`config.mk`:
```
export PLATFORM = sky130hd
export DESIGN_NAME = fifo_wr_arbiter
export DESIGN_NICKNAME = d
export VERILOG_FILES = /design/src/rtl/fifo_wr_arbiter.sv
export SDC_FILE = /design/constraint.sdc
export NUM_CORES = 1
export LEC_CHECK = 0
export CAP_MARGIN = 10
export CORE_MARGIN = 1
export CORE_UTILIZATION = 49
export CTS_CLUSTER_DIAMETER = 100
export CTS_CLUSTER_SIZE = 30
export DETAILED_ROUTE_END_ITERATION = 10
export GPL_TIMING_DRIVEN = 0
export PLACE_DENSITY = 0.93
export SETUP_SLACK_MARGIN = 0.4
export SLEW_MARGIN = 5
export SYNTH_ARGS = -nofsm -noshare
export SYNTH_HDL_FRONTEND = slang
export SYNTH_SLANG_ARGS = --single-unit
```
`constraint.sdc`:
```
create_clock -name CLK -period 6.2 [get_ports CLK]
set_input_delay 1.55 -clock CLK [delete_from_list [all_inputs] [get_ports CLK]]
set_output_delay 1.55 -clock CLK [all_outputs]
set_load 0.02 [all_outputs]
```
`src/rtl/fifo_wr_arbiter.sv`:
```
// Round-robin write-port arbiter with message locking in front of the async FIFO write side.
// Ports: CLK/RST, per-requester Req_Valid/Req_Data/Req_Last/Req_Ready, FIFO_Full, W_INC/WR_DATA, Grant, Lock_Err, Stall_Cnt.
module fifo_wr_arbiter #(
  parameter int Data_Width   = 8,
  parameter int Num_Req      = 2,
  parameter int Lock_Timeout = 16,
  parameter int Cnt_Width    = 8
) (
  input  logic                          CLK,
  input  logic                          RST,
  input  logic [Num_Req-1:0]            Req_Valid,
  input  logic [Num_Req*Data_Width-1:0] Req_Data,
  input  logic [Num_Req-1:0]            Req_Last,
  output logic [Num_Req-1:0]            Req_Ready,
  input  logic                          FIFO_Full,
  output logic                          W_INC,
  output logic [Data_Width-1:0]         WR_DATA,
  output logic [Num_Req-1:0]            Grant,
  output logic                          Lock_Err,
  output logic [Cnt_Width-1:0]          Stall_Cnt
);

  localparam int PW = $clog2(Num_Req);
  localparam logic [7:0] TMO_MAX = 8'(Lock_Timeout - 1);

  typedef enum logic {
    ARB  = 1'b0,
    LOCK = 1'b1
  } state_e;

  state_e             state_q;
  state_e             state_d;
  logic [PW-1:0]      rr_ptr_q;
  logic [PW-1:0]      rr_ptr_d;
  logic [PW-1:0]      owner_q;
  logic [PW-1:0]      owner_d;
  logic [PW-1:0]      sel;
  logic [PW-1:0]      cur;
  logic               any_vld;
  logic               eligible;
  logic [7:0]         tmo_q;
  logic [7:0]         tmo_d;
  logic [Num_Req-1:0] grant_d;
  logic               lock_err_d;

  // Scan from farthest to nearest so the last hit
  // is the first valid requester after rr_ptr.
  always_comb begin : p_sel
    int          idx;
    logic [PW-1:0] idx_p;
    sel     = '0;
    any_vld = 1'b0;
    idx     = 0;
    idx_p   = '0;
    for (int k = Num_Req; k >= 1; k--) begin
      idx   = (int'(rr_ptr_q) + k) % Num_Req;
      idx_p = PW'(idx);
      if (Req_Valid[idx_p]) begin
        sel     = idx_p;
        any_vld = 1'b1;
      end
    end
  end

  assign cur = (state_q == LOCK) ? owner_q : sel;

  always_comb begin
    state_d    = state_q;
    rr_ptr_d   = rr_ptr_q;
    owner_d    = owner_q;
    tmo_d      = tmo_q;
    grant_d    = Grant;
    lock_err_d = 1'b0;
    eligible   = 1'b0;
    Req_Ready  = '0;
    W_INC      = 1'b0;
    WR_DATA    = Req_Data[int'(cur)*Data_Width +: Data_Width];

    unique case (state_q)
      ARB: begin
        eligible = any_vld;
        if (any_vld && !FIFO_Full) begin
          Req_Ready[sel] = 1'b1;
          W_INC          = 1'b1;
          if (Req_Last[sel]) begin
            rr_ptr_d = sel;
          end else begin
            state_d      = LOCK;
            owner_d      = sel;
            grant_d      = '0;
            grant_d[sel] = 1'b1;
            tmo_d        = '0;
          end
        end
      end
      LOCK: begin
        eligible = Req_Valid[owner_q];
        // Backpressure freezes the lock entirely,
        // so a full FIFO never counts as idle.
        if (!FIFO_Full) begin
          if (Req_Valid[owner_q]) begin
            Req_Ready[owner_q] = 1'b1;
            W_INC              = 1'b1;
            tmo_d              = '0;
            if (Req_Last[owner_q]) begin
              state_d  = ARB;
              rr_ptr_d = owner_q;
              grant_d  = '0;
            end
          end else if (tmo_q == TMO_MAX) begin
            state_d    = ARB;
            rr_ptr_d   = owner_q;
            grant_d    = '0;
            tmo_d      = '0;
            lock_err_d = 1'b1;
          end else begin
            tmo_d = tmo_q + 8'd1;
          end
        end
      end
    endcase

    if (RST) begin
      Req_Ready = '0;
      W_INC     = 1'b0;
    end
  end

  always_ff @(posedge CLK) begin
    if (RST) begin
      state_q   <= ARB;
      rr_ptr_q  <= PW'(Num_Req - 1);
      owner_q   <= '0;
      tmo_q     <= '0;
      Grant     <= '0;
      Lock_Err  <= 1'b0;
      Stall_Cnt <= '0;
    end else begin
      state_q  <= state_d;
      rr_ptr_q <= rr_ptr_d;
      owner_q  <= owner_d;
      tmo_q    <= tmo_d;
      Grant    <= grant_d;
      Lock_Err <= lock_err_d;
      if (FIFO_Full && eligible && (Stall_Cnt != '1)) begin
        Stall_Cnt <= Stall_Cnt + Cnt_Width'(1);
      end
    end
  end

endmodule

```
**Word level (Yosys, flattened, before mapping)**

Cells that the tools add are included.
Widths: inputs -> output; s select.

- Flip-flop bits (word level): 22
- Bits in latches: 0
- ROM bits: 0
- Memories: 0
- RAM bits: 0
- Input port bits: 23

- Bitwise logic cells: 2
- Divide/modulo/power cells: 0
- $add $sub $neg: 4
- Equality and inequality tests: 8
- Reduce and logical (&&, ||, !) cells: 11
- $mul: 0
- Multiplexer cells: 58
- Shift operators: 1
- $lt $le $gt $ge: 6

Operators with widths:

| operator | number |
|---|---|
| $mux 8 | 5 |
| $mux 1 | 34 |
| $mux 2 | 10 |
| $add 8x1->8 const B | 2 |
| $pmux 8 s2 | 1 |
| $shiftx 16x5->8 | 1 |
| $reduce_and 5->1 | 2 |
| $eq 8x4->1 const B | 1 |
| $lt 1x2->1 const B | 4 |
| $ne 2x2->1 const B | 4 |
| $ne 8x8->1 const B | 1 |
| $pmux 1 s2 | 4 |
| $pmux 2 s2 | 2 |
| $reduce_and 3->1 | 2 |
| $logic_and 1x1->1 | 5 |
| $reduce_or 4->1 | 1 |
| $ne 3x1->1 const B | 1 |
| $ne 3x2->1 const B | 1 |
| $add 1x1->1 const B | 2 |
| $demux 1 s1 | 2 |
| $ge 1x1->1 const B | 2 |
| $not 1->1 | 2 |
| $logic_not 1->1 | 1 |

**Logic depth before layout (Yosys ltp)**

Gate-level depths: netlist of the first run.

- Depth in word-level cells: 12
- Mapped depth: 7
- Gate-level depth less buffers: 6

**Worst setup path after synthesis of the first run**

No wires, ideal clock.

- Path type: input -> output
- Start point: input port Req_Valid[1]
- End point: output port WR_DATA[0]
- Data required time: 4.650 ns
- Cell stages on the path: 4
- Arrival time: 2.705 ns
- Slack: 1.945 ns
- Cells stage by stage: clkbuf_8 -> a21boi_1 -> mux2i_2 -> mux2_2

- Cells in the longest elaborated chain, start to end: 6

Ends and longest elaborated chain:

| what | RTL line | RTL |
|---|---|---|
| from (decl) | 11 | `input logic [Num_Req-1:0] Req_Valid,` |
| $mux 1 (implied by the code) (2 in a row) | 58 | `if (Req_Valid[idx_p]) begin` |
| $mux 1 | 58 |  |
| $mux 1 * | 58 |  |
| $mux 1 * | 65 | `assign cur = (state_q == LOCK) ? owner_q : sel;` |
| $shiftx 16x5->8 * | 77 | `WR_DATA = Req_Data[int'(cur)*Data_Width +: Data_Width];` |
| to (decl) | 17 | `output logic [Data_Width-1:0] WR_DATA,` |

Every way passes the cells marked *; elsewhere a longest branch is shown, timed or not. The select of a mux whose other input is x is not followed.

**Worst setup path in the final report of the first run**

- Start point: input port Req_Valid[0]
- End point: output port WR_DATA[3]

Same word-level chain as after synthesis.

==> flow_summary.toml, run 1 <==
[clocking]
clkTransAtPathRegs_ns = 0.13
cts.root.buffer_cell = "sky130_fd_sc_hd__clkbuf_4"
hold_buf_cts = 0
cts_sinks = 22
tritoncts.num_buffers = 3
cts.htree.levels = 1
cts_tree = "done"
clock_insertion_delay_worst_skew_ns = 0.31
postCtsResizedCells = 0
cts.repair_timing.setup_buffer_count = 0
cts_max_path_buffers = 2

[floorplan]
fp-row-count = 18
core_area_um2 = 2545
fp.dieArea_um2 = 2956
ios = 45
dieHeight_um = 54.37
die_width_um = 54.37
initial_core_util_pct = 52.80

[grt]
first_global_vias = 1236
grt.total_usage_pct = 24.86
grt-ovfl-total = 0
largest_net_degree_at_the_start_of_global_routing = 14
grt_antenna_before_repair = 0
grt_first_pass_wirelength_um = 5319

[setup_path]
critPathMaxStageDelay_ns = 0.65
setup.worst_path.class = "in2out"
rrSetupSlack_ns = 4.21
timing.critical_path.max_delay_family = "buffers and inverters"
crit-reg2reg-capture = "Stall_Cnt[7]$_SDFFE_PP0P_"
worstPathRequired_ns = 4.65
crit_slowest_cell = "sky130_fd_sc_hd__clkdlybuf4s50_1"
worst-path-buf-inv = 2
ordered_list_of_cells_on_the_worst_path = "clkdlybuf4s50_1 -> a21boi_1 -> mux2i_2 -> mux2_2 -> clkdlybuf4s50_1"
worst_r2r_startpoint = "Stall_Cnt[0]$_SDFFE_PP0P_"
arrival_ns = 3.85
path_depth = 5
path_max_fanout = 9
path_common_cell = "sky130_fd_sc_hd__clkdlybuf4s50_1"
worstSetupEndpointType = "primary output"
critical_path.startpoint_type = "input port"
r2r.worst_path.cells = 7

[sta]
timing.final.crit_share_pct = 87.12
slew-limit-headroom_pct = 62.37
time_the_worst_path_needs_with_i_o_delays_and_setup_ns = 5.401
max_freq_mhz = 185.1
report.final.setup_viol = 0
min_hold_slack_ns = 0.5003
worst_slew_pin_slew_ns = 0.5488
drv_slew = 0
timing.final.hold_violations = 0
fin_worst_skew_ns = 0.006043
fin_tns_setup_ns = 0
grt_setup_unrepaired = "false"

[logic_synthesis]
synthesis.yosys.warnings = 0
synthArstFlopShare_pct = 0
seq_area_frac_synth_pct = 32.77
syn-mean-instance-area_um2 = 8.670
syn_nets = 180
number_of_flops_mapped_to_enable_cells_by_yosys = 0
synth.ff_latch_count = 22
netlist-cell-type-count = 47
syn_area_um2 = 1344
synthesis.instances = 155
synth-main-ff-cell = "sky130_fd_sc_hd__dfxtp_1"

[finish]
most_common_cell_after_layout_fill_and_taps_aside = "sky130_fd_sc_hd__clkdlybuf4s50_1"
areaGrowthSynthToFinish_pct = 37.99
diodes = 0
layout.cells.most_common_list = "sky130_fd_sc_hd__clkdlybuf4s50_1, sky130_fd_sc_hd__dfxtp_1, sky130_fd_sc_hd__nor2_1"
final_net_count = 227
num-fill-cells = 198
fraction_of_final_layout_cells_with_drive_strength_greater_than_1_pct = 11.94
sequential_cell_area_um2 = 440.4
multiInputGateArea_um2 = 822.0

[route]
drtIter0Drc = 36
ant_nets = 0
drt_pre_antenna_iters = 4
wl_per_cell_um = 14.63
wl_final_um = 3379
avgViaCountPerCell = 5.874
drcViolationCount = 0
routed_via_count = 1357

[placed_design]
routabilityCongestion = 0.8033
io_buffers = 42
detailedPlacementHpwl_um = 2619

[power]
seqPwrFrac_pct = 41.9
p_comb_share_pct = 27.2
p_clk_share_pct = 30.9
static-leakage-power_uw = 0.0006853
switching_share_pct = 27.35
vdd.ir_drop.worst_mv = 0.1818
cellInternalPower_uw = 261.1
power_per_cell_area_nw_per_um2 = 193.8
power.switching_uw = 98.30

[worst_hold_path]
timing.hold.worst_path_depth = 2
hold_path_end = "tmo_q[1]$_SDFFE_PP0P_"
hold_path_startpoint = "tmo_q[1]$_SDFFE_PP0P_"
timing.hold.worst.class = "reg2reg"

[run]
maxCapViolCount = 0

[status]
run_status = "completed"
-- worst max path at each step --
stage,slack [ns],start,end
finish,0.80,Req_Valid[0],WR_DATA[3]
global route,0.68,Req_Valid[0],WR_DATA[2]
CTS,0.78,Req_Valid[0],WR_DATA[7]
detailed placement,0.78,Req_Valid[0],WR_DATA[7]
global placement,0.82,Req_Valid[0],WR_DATA[7]
floorplan,1.95,Req_Valid[1],WR_DATA[0]
-- cell usage after synthesis (2+ instances only) --
library cell / instances / area, um2
sky130_fd_sc_hd__mux2i_1: 4 / 40.04
sky130_fd_sc_hd__nand4_1: 5 / 31.28
sky130_fd_sc_hd__buf_6: 2 / 22.52
sky130_fd_sc_hd__or4_1: 4 / 30.03
sky130_fd_sc_hd__nor2_1: 19 / 71.32
sky130_fd_sc_hd__ha_1: 2 / 25.02
sky130_fd_sc_hd__xnor2_1: 4 / 35.03
sky130_fd_sc_hd__or2_2: 2 / 12.51
sky130_fd_sc_hd__and3_1: 2 / 12.51
sky130_fd_sc_hd__a21oi_1: 6 / 30.03
sky130_fd_sc_hd__mux2_2: 9 / 101.4
sky130_fd_sc_hd__nor2b_1: 2 / 12.51
sky130_fd_sc_hd__nor3_1: 5 / 25.02
sky130_fd_sc_hd__inv_1: 4 / 15.01
sky130_fd_sc_hd__o211ai_1: 3 / 22.52
sky130_fd_sc_hd__nor4_1: 4 / 25.02
sky130_fd_sc_hd__nand2_1: 10 / 37.54
sky130_fd_sc_hd__xor2_1: 6 / 52.55
sky130_fd_sc_hd__nand3_1: 7 / 35.03
sky130_fd_sc_hd__o21ai_0: 3 / 15.01
sky130_fd_sc_hd__o31ai_1: 3 / 22.52
sky130_fd_sc_hd__dfxtp_1: 22 / 440.4
sky130_fd_sc_hd__nand2b_1: 2 / 12.51
sky130_fd_sc_hd__nand3b_1: 2 / 15.01
-- power groups by stage --
stage	Clock, uW	Combinational [uW]	Sequential (uW)
final	111	97.8	151
after global routing	118	105	151
after CTS	112	97.8	150
after detailed placement	0	97.2	154
after global placement	0	94.2	153
after floorplan	0	54.9	155
-- state kept, by name, summed over array words and instances (netlist names) --
name	flops
Stall_Cnt	8
tmo_q	8
Grant	2
Lock_Err	1
owner_q	1
rr_ptr_q	1
state_q	1
-- final cells by class --
cell class,count,share of cell area (%)
buffer,7,3.576
inverter,4,0.8097
clock inverter,1,1.619
clock buffer,3,1.215
sequential,22,23.75
tap,30,2.024
multi-input combinational,122,44.33
timing repair buffer,42,22.67
-- worst reg2reg max path: cells and delay by family, from the launching register on --
kind	cells	cell delay, ns
buf+inv	1	0.15
fa+ha+maj	1	0.27
flops	1	0.37
simple gates	4	0.99
compound gates	1	0.15
-- metal layers --
metal	GRT usage, %	wire length, um
met1	26.83	1327
met2	48.78	1768
met3	4.167	235
met4	6.410	47
met5	0	0
-- metrics by stage --
step / utilization, % / setup slack (ns) / instances / power, uW / instance area [um2]
2_1_floorplan: - / 1.945 / 155 / 210.0 / 1344
3_3_place_gp: 70.80 / 0.8220 / 227 / 247.1 / 1802
3_5_place_dp: 70.80 / 0.7772 / 227 / 250.8 / 1802
4_1_cts: 72.86 / 0.7776 / 231 / 360.0 / 1854
5_1_grt: 72.86 / 0.6768 / 231 / 373.7 / 1854
6_report: 72.86 / 0.7988 / 231 / 359.4 / 1854
-- cells by family after synthesis --
group           count (synthesis)  synth area share, %
buf+inv                        11                6.051
flops                          22                32.77
compound gates                 25                13.04
xor+xnor                       10                6.517
simple gates                   71                28.21
fa+ha+maj                       2                1.862
mux                            14                11.55
Note: power is estimated with default switching activity, not from simulation.
==> run 2: changes to the inputs <==
--- a/config.mk
+++ b/config.mk
@@ -9,3 +9,3 @@
 export CORE_MARGIN = 1
-export CORE_UTILIZATION = 49
+export CORE_UTILIZATION = 45
 export CTS_CLUSTER_DIAMETER = 100
@@ -13,4 +13,4 @@
 export DETAILED_ROUTE_END_ITERATION = 10
-export GPL_TIMING_DRIVEN = 0
-export PLACE_DENSITY = 0.93
+export GPL_TIMING_DRIVEN = 1
+export PLACE_DENSITY = 0.87
 export SETUP_SLACK_MARGIN = 0.4
==> constraint.sdc (replaced) <==
create_clock -name CLK -period 5.1 [get_ports CLK]
set_input_delay 1.02 -clock CLK [delete_from_list [all_inputs] [get_ports CLK]]
set_output_delay 1.02 -clock CLK [all_outputs]
set_load 0.02 [all_outputs]
==> run 2 against run 1 <==
- combinational power up 13%
- core utilization down 8.4 points
- die area is 8.5% higher
- sequential power is 23% higher
- first-iteration DRC count is 11% lower
- final cell count down 1.7%
- critical path depth unchanged
==> flow_summary.toml, run 2 (synthesized netlist as in run 1, its figures left out) <==
[placed_design]
io_buffers = 44
placement.setup.worst_slack_ns = 0.7312
place_inst = 223
detailedPlacementHpwl_um = 2451
routabilityCongestion = 0.8469

[sta]
time_the_worst_path_needs_with_i_o_delays_and_setup_ns = 4.350
slew-limit-headroom_pct = 52.13
fin_tns_setup_ns = 0
drv_slew = 0
worst_slew_pin_slew_ns = 0.7158
report.final.setup_viol = 0
timing.final.crit_share_pct = 85.29
postLayoutSetupSlackWorst_ns = 0.7502
timing.final.hold_violations = 0
grt_setup_unrepaired = "false"
fin_worst_skew_ns = 0.002881
max_freq_mhz = 229.9

[floorplan]
ios = 45
core_area_um2 = 2781
die_width_um = 56.65
dieHeight_um = 56.65
fp.dieArea_um2 = 3209
initial_core_util_pct = 48.31
fp-row-count = 19

[grt]
grt_first_pass_wirelength_um = 5230
grt-ovfl-total = 0
grt.total_usage_pct = 20.36
first_global_vias = 1291
largest_net_degree_at_the_start_of_global_routing = 21
grt_antenna_before_repair = 0

[clocking]
cts.root.buffer_cell = "sky130_fd_sc_hd__clkbuf_4"
cts_sinks = 22
postCtsResizedCells = 0
clkTransAtPathRegs_ns = 0.11
cts_tree = "done"
cts.repair_timing.setup_buffer_count = 0
cts_max_path_buffers = 2
cts.htree.levels = 1
tritoncts.num_buffers = 3
clock_insertion_delay_worst_skew_ns = 0.30
hold_buf_cts = 0

[finish]
leading_registers_by_flop_count = "Stall_Cnt (8), tmo_q (8), Grant (2)"
finalCoreUtilization_pct = 64.46
diodes = 0
areaGrowthSynthToFinish_pct = 33.43
fraction_of_final_layout_cells_with_drive_strength_greater_than_1_pct = 10.20
finish.cell_count_without_fillers = 227
final_net_count = 222
sequential_cell_area_um2 = 440.4
multiInputGateArea_um2 = 822.0
most_common_cell_after_layout_fill_and_taps_aside = "sky130_fd_sc_hd__clkdlybuf4s50_1"
num-fill-cells = 222
layout.cells.most_common_list = "sky130_fd_sc_hd__clkdlybuf4s50_1, sky130_fd_sc_hd__dfxtp_1, sky130_fd_sc_hd__nor2_1"

[setup_path]
path_max_fanout = 10
r2r.worst_path.cells = 5
crit-reg2reg-capture = "Stall_Cnt[7]$_SDFFE_PP0P_"
arrival_ns = 3.33
worst_r2r_startpoint = "state_q$_SDFF_PP0_"
worstPathRequired_ns = 4.08
crit_path_start = "Req_Valid[1]"
worstSetupEndpointType = "primary output"
setup.worst_path.class = "in2out"
critical_path.startpoint_type = "input port"
rrSetupSlack_ns = 3.08

[power]
report.power.total_uw = 388.7
static-leakage-power_uw = 0.0006427
vdd.ir_drop.worst_mv = 0.1343
power_per_cell_area_nw_per_um2 = 216.8

[worst_hold_path]
timing.hold.worst_path_depth = 2
timing.hold.worst.class = "reg2reg"
hold_path_end = "tmo_q[1]$_SDFFE_PP0P_"
hold_path_startpoint = "tmo_q[1]$_SDFFE_PP0P_"

[route]
wl_per_cell_um = 13.61
wl_final_um = 3090
routed_via_count = 1319
ant_nets = 0
drcViolationCount = 0
drtIter0Drc = 32
avgViaCountPerCell = 5.811
drt_pre_antenna_iters = 4

[status]
run_status = "completed"

[run]
maxCapViolCount = 0
## run 2: worst max-delay path, cell delays in order
cell and delay, ns:
sky130_fd_sc_hd__clkdlybuf4s50_1 0.67, sky130_fd_sc_hd__a21boi_1 0.48, sky130_fd_sc_hd__mux2i_2 0.27, sky130_fd_sc_hd__mux2_2 0.29
sky130_fd_sc_hd__clkdlybuf4s50_1 0.60
## run 2: worst max path at each step
stage / slack (ns) / endpoint / cells past startpoint
floorplan: 1.91 / WR_DATA[0] / 4
global placement: 0.84 / WR_DATA[6] / 5
detailed placement: 0.73 / WR_DATA[3] / 5
CTS: 0.74 / WR_DATA[3] / 5
global route: 0.59 / WR_DATA[3] / 5
finish: 0.75 / WR_DATA[3] / 5
## run 2: where the power goes
| group | total, uW | switching (uW) | internal [uW] |
|---|---|---|---|
| Sequential | 185 | 7.35 | 177 |
| Combinational | 111 | 53.7 | 57.6 |
| Clock | 92.7 | 49.1 | 43.5 |
## run 2: cell type report
cell class | instances | share of cell area [%]
clock buffers | 4 | 2.024
inverters | 4 | 0.8374
multi-input cells | 122 | 45.85
flip-flops and latches | 22 | 24.56
well taps | 31 | 2.163
repair buffers | 44 | 24.56
## run 2: routing by layer
layer	vias to the layer above	global-route usage, %	part of all wire [%]
li1	650	-	-
met1	611	22.11	41
met2	54	39.83	52
met3	4	3.687	6.2
met4	0	4.878	0.71
met5	-	0	0
## run 2: stage by stage
stage                     hold slack, ns  instance area, um2
after floorplan                   0.4533                1344
after global placement            0.4722                1757
after detailed placement          0.4892                1757
after CTS                         0.5054                1793
after global routing              0.5393                1793
final                             0.5024                1793
==> run 3: changes to the inputs <==
--- a/config.mk
+++ b/config.mk
@@ -7,4 +7,5 @@
 export LEC_CHECK = 0
+export ABC_AREA = 0
 export CAP_MARGIN = 10
-export CORE_MARGIN = 1
+export CORE_MARGIN = 5
 export CORE_UTILIZATION = 45
--- a/constraint.sdc
+++ b/constraint.sdc
@@ -3,2 +3,2 @@
 set_output_delay 1.02 -clock CLK [all_outputs]
-set_load 0.02 [all_outputs]
+set_load 0.1 [all_outputs]
==> run 3 against run 2 <==
- maximum frequency is 7.8% higher
- clock power is 42% higher
- critical endpoint is now WR_DATA[1]
- largest cell class unchanged
- critical path depth stayed put
==> flow_summary.toml, run 3 (synthesized netlist as in run 1, its figures left out) <==
[status]
run_status = "completed"

[clocking]
tritoncts.num_buffers = 3
clock_insertion_delay_worst_skew_ns = 0.30
cts_max_path_buffers = 2
cts.htree.levels = 1
hold_buf_cts = 0
cts.repair_timing.setup_buffer_count = 0
cts.root.buffer_cell = "sky130_fd_sc_hd__clkbuf_4"
clkTransAtPathRegs_ns = 0.12
cts_sinks = 22
postCtsResizedCells = 0
cts_tree = "done"

[power]
power_per_cell_area_nw_per_um2 = 275.8
report.power.total_uw = 491.4
vdd.ir_drop.worst_mv = 0.1524
static-leakage-power_uw = 0.0006621

[grt]
grt_antenna_before_repair = 0
largest_net_degree_at_the_start_of_global_routing = 21
grt-ovfl-total = 0
grt.total_usage_pct = 16.44
grt_first_pass_wirelength_um = 5547
first_global_vias = 1371

[finish]
leading_registers_by_flop_count = "Stall_Cnt (8), tmo_q (8), Grant (2)"
multiInputGateArea_um2 = 822.0
sequential_cell_area_um2 = 440.4
final_net_count = 222
diodes = 0
most_common_cell_after_layout_fill_and_taps_aside = "sky130_fd_sc_hd__clkdlybuf4s50_1"
finalCoreUtilization_pct = 63.51
areaGrowthSynthToFinish_pct = 32.59
layout.cells.most_common_list = "sky130_fd_sc_hd__clkdlybuf4s50_1, sky130_fd_sc_hd__dfxtp_1, sky130_fd_sc_hd__nor2_1"
fraction_of_final_layout_cells_with_drive_strength_greater_than_1_pct = 15.82
num-fill-cells = 243

[setup_path]
worstSetupEndpointType = "primary output"
r2r.worst_path.cells = 5
path_max_fanout = 10
worstPathRequired_ns = 4.08
critical_path.startpoint_type = "input port"
setup.worst_path.class = "in2out"
arrival_ns = 3.01

[sta]
max_freq_mhz = 247.9
slew-limit-headroom_pct = 34.82
timing.final.hold_violations = 0
timing.final.crit_share_pct = 79.09
fin_tns_setup_ns = 0
worst_slew_pin_slew_ns = 0.9747
grt_setup_unrepaired = "false"
report.final.setup_viol = 0
time_the_worst_path_needs_with_i_o_delays_and_setup_ns = 4.034
drv_slew = 0
fin_worst_skew_ns = 0.002019

[route]
drt_pre_antenna_iters = 5
wl_final_um = 3254
drtIter0Drc = 98
drcViolationCount = 0
ant_nets = 0
routed_via_count = 1295
avgViaCountPerCell = 5.705
wl_per_cell_um = 14.33

[placed_design]
detailedPlacementHpwl_um = 2642
io_buffers = 44
routabilityCongestion = 0.9051

[floorplan]
initial_core_util_pct = 47.90
dieHeight_um = 64.65
core_area_um2 = 2805
ios = 45
fp-row-count = 19
fp.dieArea_um2 = 4179
die_width_um = 64.65

[run]
maxCapViolCount = 0

[worst_hold_path]
timing.hold.worst.class = "reg2reg"
timing.hold.worst_path_depth = 2
==> run 3: cell count changes in the layout (fill, tap and decap cells not counted) <==
cell and delta:
sky130_fd_sc_hd__clkbuf_8 -1, sky130_fd_sc_hd__buf_4 +11, sky130_fd_sc_hd__clkdlybuf4s50_1 -11, sky130_fd_sc_hd__bufinv_16 +1
==> run 3: report_power, final <==
group          internal [uW]  total (uW)  leakage (uW)  switching [uW]
Sequential               177         185      0.000178            7.66
Clock                   79.3         132     0.0000279            53.1
Combinational           54.5         174      0.000456             119
Total                    311         491      0.000662             180
==> run 3: worst max-delay path, cell delays in order <==
cell and delay (ns):
sky130_fd_sc_hd__clkdlybuf4s50_1 0.59, sky130_fd_sc_hd__a21boi_1 0.28, sky130_fd_sc_hd__mux2i_2 0.49, sky130_fd_sc_hd__mux2_2 0.40, sky130_fd_sc_hd__buf_4 0.23
==> run 3: stage by stage <==
stage	hold WS, ns	worst slack, ns	instances	cell area (um2)
6_report	0.5098	1.066	227	1782
5_1_grt	0.5433	0.9317	227	1782
3_3_place_gp	0.4716	1.148	223	1729
2_1_floorplan	0.4533	0.4798	155	1344
3_5_place_dp	0.4902	1.057	223	1729
4_1_cts	0.5089	1.066	227	1782
==> run 3: layout make-up <==
type	instances	share of cell area, %
multi-input combinational	122	46.14
sequential	22	24.72
timing repair buffer	44	23.17
tap	31	2.177
clock inverter	1	1.685
clock buffer	3	1.264
inverter	4	0.8427
==> run 3: worst paths after layout <==
path / end / startpoint / slack [ns]
max: WR_DATA[1] / Req_Valid[1] / 1.07
min: Stall_Cnt[6]$_SDFFE_PP0P_ / Stall_Cnt[6]$_SDFFE_PP0P_ / 0.51
max reg2reg: Stall_Cnt[5]$_SDFFE_PP0P_ / state_q$_SDFF_PP0_ / 3.08
min reg2reg: Stall_Cnt[6]$_SDFFE_PP0P_ / Stall_Cnt[6]$_SDFFE_PP0P_ / 0.51
==> run 3: layer usage <==
layer  wire [um]  vias up  GRT usage [%]
met4          44        0          5.541
met2        1649       50          32.60
met3         201        6          3.800
met5           0        -              0
li1            -      646              -
met1        1358      593          16.67
